`src/rtl/encoder128_7_rr.sv`:
```
// encoder128_7_rr
// Registered 128-to-7 encoder with round-robin priority. It returns the index
// of the first set bit in data_in at or after the search pointer, wrapping to
// the lowest set bit if nothing is set at or above the pointer. The result is
// registered, so it appears one cycle after the vector is accepted.
//
// Ports:
//   clk, rst             clock (rising edge), synchronous active-high reset
//   data_in[127:0]       flag vector, bit i set = entry i requesting
//   in_valid / in_ready  input handshake
//   data_out[6:0]        selected index
//   none_out             no bit was set in the captured vector
//   out_valid/out_ready  output handshake
//   ptr_out[6:0]         current search pointer
//
// Parameters:
//   RR_EN     1 = round-robin from pointer, 0 = fixed lowest-index priority
//   PTR_INIT  pointer value loaded on reset (0..127)
module encoder128_7_rr #(
    parameter int RR_EN    = 1,
    parameter int PTR_INIT = 0
) (
    input  logic         clk,
    input  logic         rst,
    input  logic [127:0] data_in,
    input  logic         in_valid,
    output logic         in_ready,
    output logic [6:0]   data_out,
    output logic         none_out,
    output logic         out_valid,
    input  logic         out_ready,
    output logic [6:0]   ptr_out
);

    localparam logic [6:0] PTR_RST = 7'(PTR_INIT);

    logic [6:0]  ptr;
    logic [6:0]  search_ptr;
    logic [63:0] mask_lo, mask_hi;
    logic [63:0] a_lo, a_hi;       // candidates at or above the pointer
    logic [63:0] srch_lo, srch_hi; // vector each half search actually scans
    logic [5:0]  idx_lo, idx_hi;
    logic [6:0]  sel_idx;
    logic        sel_none;

    // Lowest set bit of a 64-bit half; 0 when the half is empty.
    function automatic logic [5:0] lowest64(input logic [63:0] v);
        logic [5:0] idx;
        idx = '0;
        for (int i = 63; i >= 0; i--) begin
            if (v[i]) idx = 6'(i);
        end
        return idx;
    endfunction

    // Fixed-priority builds search from index 0, which is the same as the
    // round-robin search with a zero pointer.
    assign search_ptr = (RR_EN != 0) ? ptr : 7'd0;

    always_comb begin
        mask_lo  = '0;
        mask_hi  = '0;
        a_lo     = '0;
        a_hi     = '0;
        srch_lo  = '0;
        srch_hi  = '0;
        idx_lo   = '0;
        idx_hi   = '0;
        sel_idx  = '0;
        sel_none = 1'b0;

        // Pointer in the upper half: nothing in the lower half is at/above it,
        // and the upper half is masked from the pointer's low bits.
        if (search_ptr[6]) begin
            mask_lo = '0;
            mask_hi = {64{1'b1}} << search_ptr[5:0];
        end else begin
            mask_lo = {64{1'b1}} << search_ptr[5:0];
            mask_hi = {64{1'b1}};
        end
        a_lo = data_in[63:0]   & mask_lo;
        a_hi = data_in[127:64] & mask_hi;

        // Each half scans its masked candidates if any, else its full bits.
        // The combine order below makes the full-half fallback only win when
        // there are no candidates anywhere (the wrap case).
        srch_lo = (a_lo != '0) ? a_lo : data_in[63:0];
        srch_hi = (a_hi != '0) ? a_hi : data_in[127:64];
        idx_lo  = lowest64(srch_lo);
        idx_hi  = lowest64(srch_hi);

        if (a_lo != '0)                sel_idx = {1'b0, idx_lo};
        else if (a_hi != '0)           sel_idx = {1'b1, idx_hi};
        else if (data_in[63:0] != '0)  sel_idx = {1'b0, idx_lo};
        else if (data_in[127:64] != '0) sel_idx = {1'b1, idx_hi};
        else                           sel_none = 1'b1;
    end

    assign in_ready = !out_valid || out_ready;
    assign ptr_out  = ptr;

    always_ff @(posedge clk) begin
        if (rst) begin
            out_valid <= 1'b0;
            data_out  <= '0;
            none_out  <= 1'b0;
            ptr       <= PTR_RST;
        end else begin
            // Pointer advances past a delivered, non-empty result. The new
            // vector captured on this same edge already used the old pointer.
            if (RR_EN != 0 && out_valid && out_ready && !none_out)
                ptr <= data_out + 7'd1;

            if (in_ready) begin
                out_valid <= in_valid;
                if (in_valid) begin
                    data_out <= sel_idx;
                    none_out <= sel_none;
                end
            end
        end
    end

endmodule

```
`config.mk`:
```
export PLATFORM = sky130hd
export DESIGN_NAME = encoder128_7_rr
export DESIGN_NICKNAME = d
export VERILOG_FILES = /design/src/rtl/encoder128_7_rr.sv
export SDC_FILE = /design/constraint.sdc
export NUM_CORES = 1
export LEC_CHECK = 0
export ABC_AREA = 0
export ABC_CLOCK_PERIOD_IN_PS = 3500
export BUFFER_PORTS_ARGS = -buffer_cell sky130_fd_sc_hd__buf_2
export CAP_MARGIN = 0
export CORE_UTILIZATION = 52
export DETAILED_ROUTE_END_ITERATION = 16
export PLACE_DENSITY = 0.8
export SYNTH_ARGS = -nofsm -noshare
export SYNTH_HDL_FRONTEND = slang
export SYNTH_SLANG_ARGS = --single-unit
```
`constraint.sdc`:
```
create_clock -name clk -period 3.5 [get_ports clk]
set_clock_uncertainty 0.05 [all_clocks]
set_input_delay 0.175 -clock clk [delete_from_list [all_inputs] [get_ports clk]]
set_output_delay 0.175 -clock clk [all_outputs]
set_load 0.005 [all_outputs]
```
==> metrics.md, run 1 <==
| Metric | Value |
|---|---|
| Status | `did not finish` |
| Fail Step | `global routing` |
| Error | `[ERROR GRT-0116] Global routing finished with congestion. Check the congestion regions in the DRC Viewer.` |
| Cell area after synthesis | `6840 um^2` |
| Asr flop ratio synth | `0` |
| Area share of the largest cell type after synthesis | `0.0879` |
| Count leader, synth | `o21ai_0` |
| Netlist cell types | `97` |
| Largest net degree at the start of global routing | `24` |
| Die Y-Extent | `117 um` |
| Total GRT Usage | `0.819` |
| Initial Util | `0.537` |
| Post-Syn Nets | `around 1200` |
| Synthesized flop and latch total | `16` |
| Chip width | `117 um` |
| Clock Root Buffer | `clkbuf_16` |
| CTS H-Tree Depth | `1` |
| Seq/Total Area, Yosys | `0.0469` |
| Main area contributors after synthesis | `o21ai_0 8.8%, nor2_1 6.4%, a21oi_1 6.2%` |
| HPWL Detailed | `about 33000 um` |
| Routability congestion estimate | `around 1.4` |
| Total grt overflow | `260` |
| Wire length of the first global-routing pass | `about 86000 um` |
| Port Buffers | `between 100 and 150` |
| Placed cell area | `between 9000 and 10000 um^2` |
| CTS Buffer Depth | `2` |
| Top FF cell, synth | `dfxtp_1` |
| # IOs | `approximately 150` |
| Post-synth top cells | `120 x o21ai_0, 117 x nor2_1, 96 x nand2_1` |
| TritonCTS Buffers | `3` |
| Std cell rows | `41` |
| Clock sinks | `16` |
| Ys Warns | `0` |
| Vias in the first global route | `~15000` |
| Cells after Synth | `about 1100` |
| EDFF count, synth | `0` |
| Largest area contributor in the netlist | `o21ai_0` |
| Avg Synthesized Cell Area | `6.20 um^2` |
through the flow:
| step | setup WS (ns) | std cells |
|---|---|---|
| 4_1_cts | -0.372 | 1699 |
| 3_5_place_dp | -0.979 | 1672 |
| 3_3_place_gp | -0.710 | 1672 |
| 2_1_floorplan | 0.104 | 1103 |
logic make-up after synthesis:
family / Yosys count / synth area share
AND/OR/NAND/NOR: 445 / 0.334
multiplexers: 3 / 0.00458
flip-flops: 16 / 0.0469
AO/OA/AOI/OAI: 507 / 0.511
buffers and inverters: 124 / 0.0917
adder cells (fa/ha/maj): 3 / 0.00494
XOR/XNOR: 5 / 0.00641
routing by layer:
metal / global-route usage / GRT overflow
met5: 0.374 / 0
met4: 0.857 / 91
met3: 0.715 / 8
met2: 0.975 / 157
met1: 0.782 / 4
timing repair:
item | CTS
pin swaps | 20
gates resized for setup | 111
hold buffers | 0
setup buffers | 22
endpoints found under the setup margin | 6
gates cloned | 1
==> run 2, diff against run 1 <==
- ABC_CLOCK_PERIOD_IN_PS: 3500 -> 4500
- CORE_UTILIZATION: 52 -> 40
- PLACE_DENSITY: 0.8 -> unset
- PLACE_DENSITY_LB_ADDON: unset -> 0.15
- clock period: 3.5 -> 4.5 ns (I/O delays scaled with it)
==> run 2 against run 1 <==
The run now ends clean. Synthesized area unchanged. Synthesized cell count unchanged.
==> metrics.md, run 2 <==
| Metric | Value |
|---|---|
| Worst setup SP type | `register` |
| Ys Warns | `0 (unchanged)` |
| Area Overhead vs Synth | `28.7%` |
| Crit path largest cell delay | `roughly 0.53 ns` |
| Critical-path maximum fanout | `26` |
| CTS tree | `built` |
| Main area contributors after synthesis | `o21ai_0 8.8%, nor2_1 6.4%, a21oi_1 6.2%` |
| CTS Buffer Depth | `2 (unchanged)` |
| Crit path cell chain | `buf_6 -> nand2_1 -> buf_12 -> o21ai_0 -> o2111ai_1 -> and4b_1 -> o2111ai_2 -> or3_1 -> buf_12 -> a31oi_2 -> buf_4 -> nand2b_1 -> o221ai_1 -> a21oi_1 -> o211ai_1 -> a41oi_1` |
| Die Y-Extent | `133 um (+14%)` |
| Largest net degree at the start of global routing | `27` |
| FMAX | `~0.23 GHz` |
| Min-delay src | `in_valid` |
| Final wirelength | `approximately 44000 um` |
| WP data required | `roughly 4.6 ns` |
| Crit-path slowest cell | `dfxtp_2` |
| Pre-antenna DRT Iters | `9` |
| Setup CP Type | `reg2reg` |
| TritonCTS Buffers | `3 (unchanged)` |
| Post-route DRC violation count | `0` |
| Total grt overflow | `0` |
| EDFF count, synth | `0 (unchanged)` |
| Final hold slack | `about 0.18 ns` |
| Clock sinks | `16 (unchanged)` |
| Worst setup margin | `between 0.1 and 0.15 ns` |
| Clock Root Buffer | `clkbuf_16` |
| Relative slew slack | `0.452` |
| Initial antenna violation count | `1` |
| Die ar. | `17600 um^2` |
| Port Buffers | `148 (unchanged)` |
| Core footprint | `around 17000 um^2` |
| Cells after Synth | `1103 (unchanged)` |
| Vias in the first global route | `approximately 10000` |
| Hold Buf Count CTS | `0 (unchanged)` |
| Worst-Margin Slew | `a little over 0.8 ns` |
| Worst-Skew Late Latency | `0.25 ns` |
| Antenna Nets Post-Route | `0` |
| Asr flop ratio synth | `0 (unchanged)` |
| Post-synth top cells | `120 x o21ai_0, 117 x nor2_1, 96 x nand2_1` |
| Avg Synthesized Cell Area | `6.20 um^2 (unchanged)` |
| Place WS | `-0.101 ns (+0.878 ns)` |
| Filler cells | `1745` |
| HP Class | `in2reg` |
| Total GRT Usage | `0.487` |
| CTS H-Tree Depth | `1 (unchanged)` |
| Layout Nets | `~1500` |
| Setup violators final | `0` |
| Period utilization | `0.968` |
| # IOs | `149 (unchanged)` |
| HPWL Detailed | `34900 um (+4.1%)` |
| Worst path most repeated cell | `buf_12` |
| Dpl cells | `1536 (-8.1%)` |
| LEAKAGE | `between 3 and 4 nW` |
| Post-Syn Nets | `1236 (unchanged)` |
| Cell area after synthesis | `6840 um^2 (unchanged)` |
| Routability congestion estimate | `1.20 (-17%)` |
| Wire length of the first global-routing pass | `roughly 65000 um` |
| PwrDens | `136 nW/um^2` |
| Total Power | `roughly 1.2 mW` |
| Chip width | `133 um (+14%)` |
| Count leader, synth | `o21ai_0` |
| Share of cells above drive strength 1 | `0.273` |
| Max-cap violations | `0` |
| Seq/Total Area, Yosys | `0.0469 (unchanged)` |
| Vias per std cell | `about 7.3` |
| Final slew viol count | `0` |
| Via count | `~11000` |
| Clk pin slew, worst setup/hold paths | `approximately 0.050 ns` |
| Most common cell after layout, fill and taps aside | `buf_2` |
| Status | `finished clean` |
| Routed WL per cell | `28.5 um` |
| Maximum vdd drop | `~140 uV` |
| Most frequent cells in the layout | `148 x buf_2, 138 x buf_4, 117 x o21ai_0` |
| Largest area contributor in the netlist | `o21ai_0` |
| Crit. End Element | `register` |
| Final hold viol count | `0` |
| Setup TNS | `0 ns` |
| Netlist cell types | `97 (unchanged)` |
| Min Clock Period, post-route | `4.36 ns` |
| Synthesized flop and latch total | `16 (unchanged)` |
| Number of DRC markers in iteration 0 | `1839` |
| Area share of the largest cell type after synthesis | `0.0879 (unchanged)` |
| Beginning of the critical path | `ptr_out[5]$_SDFFE_PP0P_` |
| Reg2reg start | `ptr_out[5]$_SDFFE_PP0P_` |
| Worst EP arrival | `4.48 ns` |
| Initial Util | `0.411 (-0.127)` |
| Final Non-Filler Cells | `~1500` |
| Std cell rows | `47 (+15%)` |
| Top FF cell, synth | `dfxtp_1` |
run 2: cell counts after synthesis:
No cell type changed its count.
run 2: timing repair:
action	CTS	global route
setup endpoints to repair	6	6
buffers inserted	0	4
resized for setup	4	22
pin swaps	0	2
run 2: layout make-up:
type	instances	area (um^2)	area share
timing repair buffer	295	1940	0.221
antenna	1	2.50	0.000284
sequential	16	342	0.0388
clock buffer	4	88.8	0.0101
tap	220	275	0.0313
multi-input combinational	963	5970	0.679
inverter	46	173	0.0196
run 2: layer usage:
metal,vias up,routed length [um],global-route usage,share of wire
li1,4811,-,-,-
met1,5152,15600,0.595,0.35
met2,1076,18300,0.735,0.41
met3,279,5920,0.110,0.13
met4,0,4230,0.385,0.096
met5,-,0,0,0
run 2: stage by stage:
stage / cell area (um^2) / util
2_1_floorplan: 6840 / -
3_3_place_gp: 8580 / 0.516
3_5_place_dp: 8580 / 0.516
4_1_cts: 8680 / 0.522
5_1_grt: 8790 / 0.528
6_report: 8800 / 0.529
run 2: path summary, 6_finish.rpt:
kind,slack [ns],end,depth (start not counted)
worst max-delay path,0.14,data_out[1]$_SDFFE_PP0P_,16
worst min-delay path,0.18,out_valid$_SDFFE_PP0N_,3
worst min register to register,0.44,data_out[6]$_SDFFE_PP0P_,2
worst max register to register,0.14,data_out[1]$_SDFFE_PP0P_,16
run 2: where the power goes:
part / total [mW] / leakage [nW] / internal, mW / switching [mW]
Combinational: 0.827 / 3.32 / 0.295 / 0.532
Clock: 0.195 / 0.0442 / 0.135 / 0.0595
Sequential: 0.177 / 0.136 / 0.150 / 0.0271
Total: 1.20 / 3.50 / 0.580 / 0.619
run 2: critical path: cells and delay by family (launching register included):
family / cells / cell delay, ns
buffers and inverters: 4 / 0.75
and+or+nand+nor: 4 / 1.01
DFF: 1 / 0.53
AOI/OAI and AO/OA: 8 / 1.91
run 2: kinds of logic (layout without fill, tap and decap cells):
logic type,count (synthesis),after routing,synth area share
flip-flops,16,16,0.0469
multiplexers,3,3,0.00458
AND/OR/NAND/NOR,445,445,0.334
XOR/XNOR,5,5,0.00641
buffers and inverters,124,345,0.0917
adder cells (fa/ha/maj),3,3,0.00494
other,0,1,0
AO/OA/AOI/OAI,507,507,0.511
Note: power is estimated with default switching activity, not from simulation.
==> run 3, diff against run 2 <==
- MAX_ROUTING_LAYER: unset -> met4
==> run 3 against run 2 <==
The run now ends with negative setup slack left. Count of clock-buffer cells in the layout stayed put. Die area is the same. Sequential power hardly changed. Non-clock buffer count up 10. Critical path type unchanged. Maximum frequency down 4.7%. Clock power increased by 4%. Global-route usage up 2.2 points. Flip-flop and latch count unchanged. Utilization rose by 0.16 points.
==> metrics.md, run 3 (synthesis gave the netlist of run 2 again) <==
| Metric | Value |
|---|---|
| Status | `complete, but fails checks` |
| Violated checks | `negative setup slack` |
| Footprint of the multi-input gates | `5930 um^2 (-0.71%)` |
| Worst-Margin Slew | `0.870 ns (+0.0574 ns)` |
| Area Overhead vs Synth | `29.1%` |
| R2R depth | `18 (+2)` |
| Share of cells above drive strength 1 | `0.274 (+0.00170)` |
| Layout Nets | `1468 (+0.69%)` |
| Vias per std cell | `7.28 (-0.62%)` |
| Initial Util | `0.411 (unchanged)` |
| Pre-antenna DRT Iters | `8 (-1)` |
| Switching power | `0.623 mW (+0.57%)` |
| Setup CP Type | `reg2reg` |
| Worst EP arrival | `4.66 ns (+0.18 ns)` |
| HP Class | `in2reg` |
| RSZ-0062 raised after global routing | `yes` |
| Global-route met3 utilization | `0.118 (+0.00843)` |
| Post-layout util | `0.530 (+0.00158)` |
| Filler cells | `1758 (+0.74%)` |
| PwrDens | `136 nW/um^2 (+0.16%)` |
| Total GRT Usage | `0.509 (+0.0223)` |
| WP buf/inv | `6 (+2)` |
| Worst setup SP type | `register` |
| Vias in the first global route | `10600 (+1.6%)` |
| Register Area | `344 um^2 (+0.73%)` |
| Final slew viol count | `0 (unchanged)` |
| Largest net degree at the start of global routing | `33 (+22%)` |
| CTS Buffer Depth | `2 (unchanged)` |
| Setup violators final | `1 (+1)` |
| Met2 Use GR | `0.751 (+0.0152)` |
| Hold Path Depth | `3 (unchanged)` |
| Clock sinks | `16 (unchanged)` |
| Worst-Skew Late Latency | `0.25 ns (about the same)` |
| GRT Max-Usage Layer | `met2` |
| Crit-path slowest cell | `dfxtp_4` |
| Worst path most repeated cell | `buf_4` |
| Routed WL per cell | `28.6 um (+0.50%)` |
| CTS tree | `built` |
| Worst setup margin | `-0.0686 ns (-0.213 ns)` |
| Maximum vdd drop | `121 uV (-16%)` |
| FMAX | `0.219 GHz (-4.7%)` |
| Relative slew slack | `0.418 (-0.0340)` |
| Pint | `0.582 mW (+0.34%)` |
| Hold Buf Count CTS | `0 (unchanged)` |
| Total Power | `1.20 mW (+0.46%)` |
| TritonCTS Buffers | `3 (unchanged)` |
| CTS H-Tree Depth | `1 (unchanged)` |
| Met1 GRT Util | `0.590 (-0.00468)` |
| Die Y-Extent | `133 um (unchanged)` |
| Antenna Nets Post-Route | `0 (unchanged)` |
| Total grt overflow | `0 (unchanged)` |
| Port Buffers | `148 (unchanged)` |
| Clk pin slew, worst setup/hold paths | `0.06 ns (about the same)` |
| Clock Root Buffer | `clkbuf_16` |
| Chip width | `133 um (unchanged)` |
| WP data required | `4.59 ns (-0.03 ns)` |
| Most frequent cells in the layout | `149 x buf_4, 148 x buf_2, 117 x o21ai_0` |
| Seq pwr share | `0.145 (-0.002)` |
| Logic pwr share | `0.687 (-0.003)` |
| Crit path cell chain | `buf_4 -> nand2_1 -> nor2_2 -> a211oi_1 -> nor3b_1 -> o2111ai_2 -> buf_4 -> nor3_4 -> buf_12 -> buf_4 -> o21ai_0 -> nor3_1 -> nor3_1 -> buf_4 -> o2111ai_1 -> a21oi_1 -> buf_4 -> o311ai_1` |
| Initial antenna violation count | `0 (-1)` |
| Std cell rows | `47 (unchanged)` |
| Core footprint | `16600 um^2 (unchanged)` |
| WP depth | `18 (+2)` |
| CP top delay family | `simple AND/OR/NAND/NOR gates` |
| Final wirelength | `44500 um (+1.1%)` |
| Place WS | `-0.167 ns (-0.0663 ns)` |
| Crit. End Element | `register` |
| Routability congestion estimate | `1.17 (-2.1%)` |
| HPWL Detailed | `35000 um (+0.26%)` |
| Wire length of the first global-routing pass | `65600 um (+1.3%)` |
| Crit path largest cell delay | `0.48 ns (-0.05 ns)` |
| Period utilization | `1.02 (+0.0474)` |
| Clock power share | `0.168 (+0.006)` |
| Die ar. | `17600 um^2 (unchanged)` |
| # IOs | `149 (unchanged)` |
| LEAKAGE | `3.54 nW (+1.1%)` |
| N_diodes | `0 (-1)` |
| Min Clock Period, post-route | `4.57 ns (+0.213 ns)` |
| Max-cap violations | `0 (unchanged)` |
| Critical-path maximum fanout | `32 (+23%)` |
| Sw Share | `0.517 (+0.000575)` |
| Final hold viol count | `0 (unchanged)` |
| Number of DRC markers in iteration 0 | `1788 (-2.8%)` |
| Post-route DRC violation count | `0 (unchanged)` |
| Most common cell after layout, fill and taps aside | `buf_4` |
| Via count | `11300 (-0.044%)` |
| R2R Setup Slk | `-0.07 ns (-0.21 ns)` |
-- run 3: cell type report --
| type | count | area share |
|---|---|---|
| Multi-Input combinational cell | 963 | 0.672 |
| Timing Repair Buffer | 305 | 0.228 |
| Sequential cell | 16 | 0.0390 |
| Tap cell | 220 | 0.0312 |
| Inverter | 46 | 0.0196 |
| Clock buffer | 4 | 0.0101 |
-- run 3: routing by layer --
metal  part of all wire  vias up
met5                  0        -
met4               0.10        0
met3               0.13      318
met2               0.42     1010
met1               0.35     5149
li1                   -     4836
-- run 3: what timing repair did --
action | 4_1_cts | 5_1_grt
endpoints found under the hold margin | 0 | 0
setup endpoints to repair | 3 | 5
setup buffers | 1 | 1
pin swaps | 1 | 0
resized for setup | 3 | 17
-- run 3: tightest hold or removal path, cell delays in order --
cell     delay, ns
buf_2         0.11
inv_1         0.04
a21oi_1       0.05
-- run 3: path summary, 6_finish.rpt --
check	end	from
setup / recovery	data_out[0]$_SDFFE_PP0P_	ptr_out[3]$_SDFFE_PP0P_
hold / removal	out_valid$_SDFFE_PP0N_	in_valid
setup reg to reg	data_out[0]$_SDFFE_PP0P_	ptr_out[3]$_SDFFE_PP0P_
hold reg to reg	data_out[6]$_SDFFE_PP0P_	data_out[6]$_SDFFE_PP0P_
-- run 3: power by group through the flow --
stage / clock (mW) / combinational [mW] / sequential, mW
2_1_floorplan: 0 / 0.418 / 0.161
3_3_place_gp: 0 / 0.779 / 0.178
3_5_place_dp: 0 / 0.774 / 0.179
4_1_cts: 0.203 / 0.779 / 0.176
5_1_grt: 0.207 / 0.867 / 0.175
6_report: 0.202 / 0.828 / 0.174
-- run 3: stage by stage --
stage / setup TNS (ns) / cells / hold slack [ns] / cell area, um^2
after global routing: -0.202 / 1554 / 0.191 / 8820
after global placement: -0.0372 / 1548 / 0.419 / 8670
after CTS: 0 / 1553 / 0.178 / 8770
after detailed placement: -0.302 / 1548 / 0.425 / 8670
after floorplan: 0 / 1103 / 0.304 / 6840
final: -0.0686 / 1554 / 0.177 / 8820
